<file path="config.mk">
export PLATFORM = sky130hd
export DESIGN_NAME = minefield_board
export DESIGN_NICKNAME = d
export VERILOG_FILES = /design/src/rtl/minefield_board.sv
export SDC_FILE = /design/constraint.sdc
export NUM_CORES = 2
export LEC_CHECK = 0
export ABC_CLOCK_PERIOD_IN_PS = 15200
export CAP_MARGIN = 20
export CORE_UTILIZATION = 53
export DETAILED_ROUTE_END_ITERATION = 8
export PLACE_DENSITY_LB_ADDON = 0.2
export REMOVE_ABC_BUFFERS = 1
export SLEW_MARGIN = 10
export SYNTH_ARGS = -nofsm -noshare
export SYNTH_HDL_FRONTEND = slang
export SYNTH_SLANG_ARGS = --single-unit
</file>
<file path="constraint.sdc">
create_clock -name clk -period 15.2 [get_ports clk]
set_input_delay 2.28 -clock clk [delete_from_list [all_inputs] [get_ports clk]]
set_output_delay 2.28 -clock clk [all_outputs]
set_load 0.05 [all_outputs]
</file>
<file path="src/rtl/minefield_board.sv">
// Cell-state memory for the Minesweeper core: mine/revealed/flag/count per cell behind a valid/ready command port.
// Optional TORUS_WRAP_EN makes neighbour coordinates wrap around the board edges.
module minefield_board #(
    parameter int WIDTH   = 8,
    parameter int HEIGHT  = 8,
    parameter int COUNT_W = 4,
    localparam int XW = $clog2(WIDTH),
    localparam int YW = $clog2(HEIGHT),
    localparam int NW = $clog2(WIDTH*HEIGHT+1)
) (
    input  logic               clk,
    input  logic               reset,
    input  logic               cmd_valid,
    output logic               cmd_ready,
    input  logic [1:0]         cmd_op,
    input  logic [XW-1:0]      cmd_x,
    input  logic [YW-1:0]      cmd_y,
    output logic               done,
    output logic               result,
    output logic               err,
    input  logic [XW-1:0]      rd_x,
    input  logic [YW-1:0]      rd_y,
    output logic               rd_mine,
    output logic               rd_revealed,
    output logic               rd_flag,
    output logic [COUNT_W-1:0] rd_count,
    output logic [NW-1:0]      mine_total,
    output logic [NW-1:0]      revealed_total
);
    localparam int CELLS = WIDTH*HEIGHT;
    localparam int IW    = $clog2(CELLS);
    localparam int XS    = XW+2;
    localparam int YS    = YW+2;
    localparam logic [1:0] OP_CLEAR = 2'd0, OP_PLACE = 2'd1, OP_REVEAL = 2'd2, OP_FLAG = 2'd3;

    typedef enum logic [2:0] {IDLE, CLR, MARK, NBR, CELL, DONE} state_t;
    state_t state, state_next;

    logic               mine     [CELLS];
    logic               revealed [CELLS];
    logic               flag     [CELLS];
    logic [COUNT_W-1:0] count    [CELLS];

    logic [1:0]    cur_op;
    logic [XW-1:0] cur_x;
    logic [YW-1:0] cur_y;
    logic [IW-1:0] clr_idx;
    logic [2:0]    nbr_k;
    logic          res_flag, err_flag;

    function automatic logic [COUNT_W-1:0] sat_inc(input logic [COUNT_W-1:0] c);
        return (&c) ? c : c + COUNT_W'(1);
    endfunction

    function automatic logic [IW-1:0] cell_idx(input logic [XW-1:0] x, input logic [YW-1:0] y);
        return IW'(y) * IW'(WIDTH) + IW'(x);
    endfunction

    // Neighbour order N, NE, E, SE, S, SW, W, NW; north is dy=-1, east is dx=+1.
    function automatic logic signed [1:0] off_dx(input logic [2:0] k);
        case (k)
            3'd1, 3'd2, 3'd3: return 2'sd1;
            3'd5, 3'd6, 3'd7: return -2'sd1;
            default:          return 2'sd0;
        endcase
    endfunction

    function automatic logic signed [1:0] off_dy(input logic [2:0] k);
        case (k)
            3'd0, 3'd1, 3'd7: return -2'sd1;
            3'd3, 3'd4, 3'd5: return 2'sd1;
            default:          return 2'sd0;
        endcase
    endfunction

    logic signed [1:0]    dx, dy;
    logic signed [XS-1:0] nx_s;
    logic signed [YS-1:0] ny_s;
    logic                 x_lo, x_hi, y_lo, y_hi, nbr_ok;
    logic [XW-1:0]        nx;
    logic [YW-1:0]        ny;
    logic [IW-1:0]        nidx, tidx, ridx;
    logic                 cmd_in_range, rd_in_range;

    always_comb begin
        dx   = off_dx(nbr_k);
        dy   = off_dy(nbr_k);
        nx_s = $signed({2'b00, cur_x}) + $signed({{XW{dx[1]}}, dx});
        ny_s = $signed({2'b00, cur_y}) + $signed({{YW{dy[1]}}, dy});
        x_lo = nx_s[XS-1];
        y_lo = ny_s[YS-1];
        x_hi = nx_s >= $signed(XS'(WIDTH));
        y_hi = ny_s >= $signed(YS'(HEIGHT));
`ifdef TORUS_WRAP_EN
        nx     = x_lo ? XW'(WIDTH-1)  : (x_hi ? '0 : nx_s[XW-1:0]);
        ny     = y_lo ? YW'(HEIGHT-1) : (y_hi ? '0 : ny_s[YW-1:0]);
        nbr_ok = 1'b1;
`else
        nx     = nx_s[XW-1:0];
        ny     = ny_s[YW-1:0];
        nbr_ok = !x_lo && !x_hi && !y_lo && !y_hi;
`endif
    end

    assign nidx         = cell_idx(nx, ny);
    assign tidx         = cell_idx(cur_x, cur_y);
    assign ridx         = cell_idx(rd_x, rd_y);
    assign cmd_in_range = ({1'b0, cmd_x} < (XW+1)'(WIDTH)) && ({1'b0, cmd_y} < (YW+1)'(HEIGHT));
    assign rd_in_range  = ({1'b0, rd_x} < (XW+1)'(WIDTH)) && ({1'b0, rd_y} < (YW+1)'(HEIGHT));

    always_comb begin
        rd_mine     = 1'b0;
        rd_revealed = 1'b0;
        rd_flag     = 1'b0;
        rd_count    = '0;
        if (rd_in_range) begin
            rd_mine     = mine[ridx];
            rd_revealed = revealed[ridx];
            rd_flag     = flag[ridx];
            rd_count    = count[ridx];
        end
    end

    always_ff @(posedge clk or posedge reset) begin
        if (reset) state <= IDLE;
        else       state <= state_next;
    end

    always_comb begin
        state_next = state;
        cmd_ready  = 1'b0;
        done       = 1'b0;
        case (state)
            IDLE: begin
                cmd_ready = 1'b1;
                if (cmd_valid) begin
                    if (cmd_op == OP_CLEAR)  state_next = CLR;
                    else if (!cmd_in_range)  state_next = DONE;
                    else if (cmd_op == OP_PLACE) state_next = MARK;
                    else                     state_next = CELL;
                end
            end
            CLR:  if (clr_idx == IW'(CELLS-1)) state_next = DONE;
            MARK: state_next = mine[tidx] ? DONE : NBR;
            NBR:  if (nbr_k == 3'd7) state_next = DONE;
            CELL: state_next = DONE;
            DONE: begin
                done       = 1'b1;
                state_next = IDLE;
            end
            default: state_next = IDLE;
        endcase
    end

    assign result = done && res_flag;
    assign err    = done && err_flag;

    always_ff @(posedge clk or posedge reset) begin
        if (reset) begin
            for (int i = 0; i < CELLS; i++) begin
                mine[i]     <= 1'b0;
                revealed[i] <= 1'b0;
                flag[i]     <= 1'b0;
                count[i]    <= '0;
            end
            mine_total     <= '0;
            revealed_total <= '0;
            cur_op         <= OP_CLEAR;
            cur_x          <= '0;
            cur_y          <= '0;
            clr_idx        <= '0;
            nbr_k          <= '0;
            res_flag       <= 1'b0;
            err_flag       <= 1'b0;
        end else begin
            case (state)
                IDLE: if (cmd_valid) begin
                    cur_op   <= cmd_op;
                    cur_x    <= cmd_x;
                    cur_y    <= cmd_y;
                    clr_idx  <= '0;
                    nbr_k    <= '0;
                    res_flag <= 1'b0;
                    err_flag <= (cmd_op != OP_CLEAR) && !cmd_in_range;
                    if (cmd_op == OP_CLEAR) begin
                        mine_total     <= '0;
                        revealed_total <= '0;
                    end
                end
                CLR: begin
                    mine[clr_idx]     <= 1'b0;
                    revealed[clr_idx] <= 1'b0;
                    flag[clr_idx]     <= 1'b0;
                    count[clr_idx]    <= '0;
                    clr_idx           <= clr_idx + IW'(1);
                end
                MARK: begin
                    if (mine[tidx]) res_flag <= 1'b1;
                    else begin
                        mine[tidx] <= 1'b1;
                        mine_total <= mine_total + NW'(1);
                    end
                end
                NBR: begin
                    if (nbr_ok) count[nidx] <= sat_inc(count[nidx]);
                    nbr_k <= nbr_k + 3'd1;
                end
                CELL: begin
                    if (cur_op == OP_REVEAL) begin
                        if (flag[tidx]) err_flag <= 1'b1;
                        else begin
                            res_flag <= mine[tidx];
                            if (!revealed[tidx]) begin
                                revealed[tidx] <= 1'b1;
                                revealed_total <= revealed_total + NW'(1);
                            end
                        end
                    end else if (cur_op == OP_FLAG && !revealed[tidx]) begin
                        flag[tidx] <= !flag[tidx];
                    end
                end
                default: ;
            endcase
        end
    end
endmodule

</file>
==> impl_metrics.csv <==
group,metric,value,unit
status,run_status,"finished, final reports clean",
floorplan,dieWidth,240,um
sta,slew_violations,0,
synthesis,synth_area_leaders,"dfrtp_1, mux4_2, nand2_1",
clock_tree,numCtsBuffers,54,
pwr,leakagePower,12.7,nW
clock_tree,ctsResizeCount,0,
floorplan,die_area,0.0574,mm^2
sta,final_hold_viol_count,0,
global_route,grt_max_degree,151,
sta,rsz0062_at_grt,"false",
floorplan,core,0.0554,mm^2
clock_tree,cts-root-buf,"clkbuf_16",
cells_and_area,fill_cells,4655,
setup_path,critPathMaxStageDelay,0.87,ns
sta,worst_slack,6.55,ns
synthesis,yosysTopAreaCell,"dfrtp_1",
synthesis,synth_most_common_cell,"nand2_1",
detailed_routing,drt_pass1_iterations,8,
cells_and_area,drive_gt1_share,15.0,%
global_route,gr-total-overflow,0,
synthesis,yosysSeqAreaShare,40.5,%
detailed_routing,drtIter0Drc,3483,
clock_tree,h-tree-depth,2,
global_route,grt_pass1_wl,166,mm
pwr,powerDensity,209,mW/mm^2
synthesis,synth.distinct_cells,77,
synthesis,synthesis.area,0.0299,mm^2
sta,setup_viol,0,
sta,period_minus_slack,8.65,ns
clock_tree,cts_tree,"done",
detailed_routing,routed_wirelength,110,mm
floorplan,die_h,240,um
synthesis,synth-seq-cells,484,
setup_path,crit_chain,"clkbuf_8 -> buf_4 -> mux4_2 -> mux4_2 -> mux4_2 -> clkdlybuf4s50_1",
clock_tree,post_cts_buffers,0,
sta,fmax,116,MHz
place,finalWeightedCongestion,0.989,
place,port_buffers,41,
detailed_routing,routed-wl-met2,47.7,mm
detailed_routing,postRouteAntennaNets,0,
pwr,vdd_drop_max,0.000433,V
job,maxCapViolCount,0,
clock_tree,cts.reportedPaths.clkPinSlew,0.06,ns
cells_and_area,layout.nets,2944,
setup_path,startpoint,"rd_x[0]",
detailed_routing,drc_errors,0,
min_path,hold_path_class,"reg2reg",
synthesis,synthesis.instances,3036,
detailed_routing,vias_per_cell,7.28,
setup_path,cp_slowest_cell,"buf_4",
synthesis,netlist.area_leader.share,40.5,%
synthesis,async_reset_ff_share,100,%
sta,worstMarginPinSlew,1.15,ns
place,place_ws,6.56,ns
synthesis,synth_top_cells_by_count,"nand2_1, dfrtp_1, o21ai_0",
synthesis,synth-edff-count,0,
detailed_routing,drt-wirelength-per-cell,29.6,um
min_path,hp-start,"res_flag",
setup_path,r2r_slack,7.47,ns
setup_path,worst_ep_required_time,12.92,ns
sta,fin_worst_skew,0.0199,ns
setup_path,arrival,6.37,ns
floorplan,rows,86,
setup_path,critPathLaunchType,"input pin",
detailed_routing,route.top_layer_used,"met5",
synthesis,avgSynthCellArea,9.85,um^2
synthesis,synthFlopType,"dfrtp_1",
global_route,grt_pass1_vias,25900,
floorplan,initial_core_util,54.0,%
floorplan,io_pins,42,
cells_and_area,area_growth,8.71,%
synthesis,ys_warn_count,0,
sta,slew_headroom,23.4,%
setup_path,cp_common_cell,"mux4_2",
global_route,grt.total_usage,38.8,%
clock_tree,cts_sinks,484,
setup_path,critPathKind,"in2out",
detailed_routing,vias,27000,
setup_path,end_kind,"primary output",
global_route,antenna_found_initial,0,
setup_path,r2r-start,"nbr_k[0]",
clock_tree,cts_buffer_depth,3,
sta,period_share,56.9,%
place,dpl.hpwl,73.0,mm
clock_tree,hold_buffers,0,
pwr,power,6.81,mW
detailed_routing,met3_length,14.7,mm
detailed_routing,wl_met1,40.7,mm
clock_tree,clock_latency,0.63,ns
setup_path,worst-path-max-fanout,62,
[metrics by stage]
step                std cells  utilization (%)  area [um^2]  hold WS, ns  TNS, ns
finish                   3707             58.7        32500        0.492        0
global route             3706             58.7        32500        0.517        0
CTS                      3705             58.6        32500        0.498        0
detailed placement       3604             55.3        30700        0.485        0
global placement         3604             55.3        30700        0.482        0
floorplan                2773                -        28900        0.454  -283.62
[critical path, delay by kind of cell]
kind,cells,cell delay (ns)
buffers and inverters,3,2.16
muxes,3,1.73
[power by group]
group	internal [mW]	switching, mW	total [mW]
Combinational	1.00	2.64	3.64
Clock	0.799	0.567	1.37
Sequential	1.53	0.274	1.80
[layout by cell type (no fill, tap or decap), types with 8 or more instances in the layout]
cell type,instances
clkbuf_16,57
mux2i_1,109
mux2_2,19
nand3_1,87
o31ai_1,18
nand2_1,497
o22ai_1,17
clkbuf_1,9
clkdlybuf4s50_1,37
dfrtp_1,481
ha_1,12
inv_1,15
o211ai_1,70
clkbuf_8,11
clkinv_2,18
nand4_1,66
and2_1,13
o21ai_0,331
nor4_1,11
buf_4,42
mux4_2,237
or3_1,9
a22o_1,134
a211oi_1,9
a21oi_1,146
or3b_2,10
and3_1,12
nor2_1,295
nor3_1,22
nand3b_1,13
nor2b_1,8
a221oi_1,11
[final timing paths]
check	to	cells after the start
max in group asynchronous	count[29]	3
min	res_flag	1
max reg2reg	count[37]	18
min in group asynchronous	count[167]	2
max	rd_count[1]	6
min reg2reg	res_flag	1
[sequential cells by signal, indices dropped and copies added, names as in the netlist]
signal,cells
cur_x,3
cur_op,2
mine,64
cur_y,3
clr_idx,6
count,256
nbr_k,3
res_flag,1
revealed_total,7
flag,64
revealed,64
err_flag,1
mine_total,7
state,3
[logic make-up after synthesis]
group                      share of synthesized area, %
xor gates and xnor gates                          0.322
adders and majority gates                         0.586
buffers and inverters                              3.74
DFF                                                40.5
and+or+nand+nor                                    15.6
AOI/OAI and AO/OA                                  17.0
muxes                                              22.3
[per-layer routing]
layer / up-vias / global-route usage [%]
met2: 2058 / 56.7
met3: 386 / 12.0
met1: 13500 / 51.6
met4: 2 / 20.7
met5: - / 1.04
li1: 11100 / -
[final cells by class]
| type | instances | area (um^2) | area share, % |
|---|---|---|---|
| antenna | 1 | 2.50 | 0.00770 |
| clock buffer | 76 | 1600 | 4.91 |
| clock inverter | 25 | 234 | 0.720 |
| inverter | 19 | 78.8 | 0.242 |
| multi-input combinational | 2270 | 16800 | 51.7 |
| sequential | 484 | 12100 | 37.3 |
| tap | 748 | 936 | 2.88 |
| timing repair buffer | 84 | 749 | 2.30 |
No activity file was read; power rests on OpenSTA's default activity.
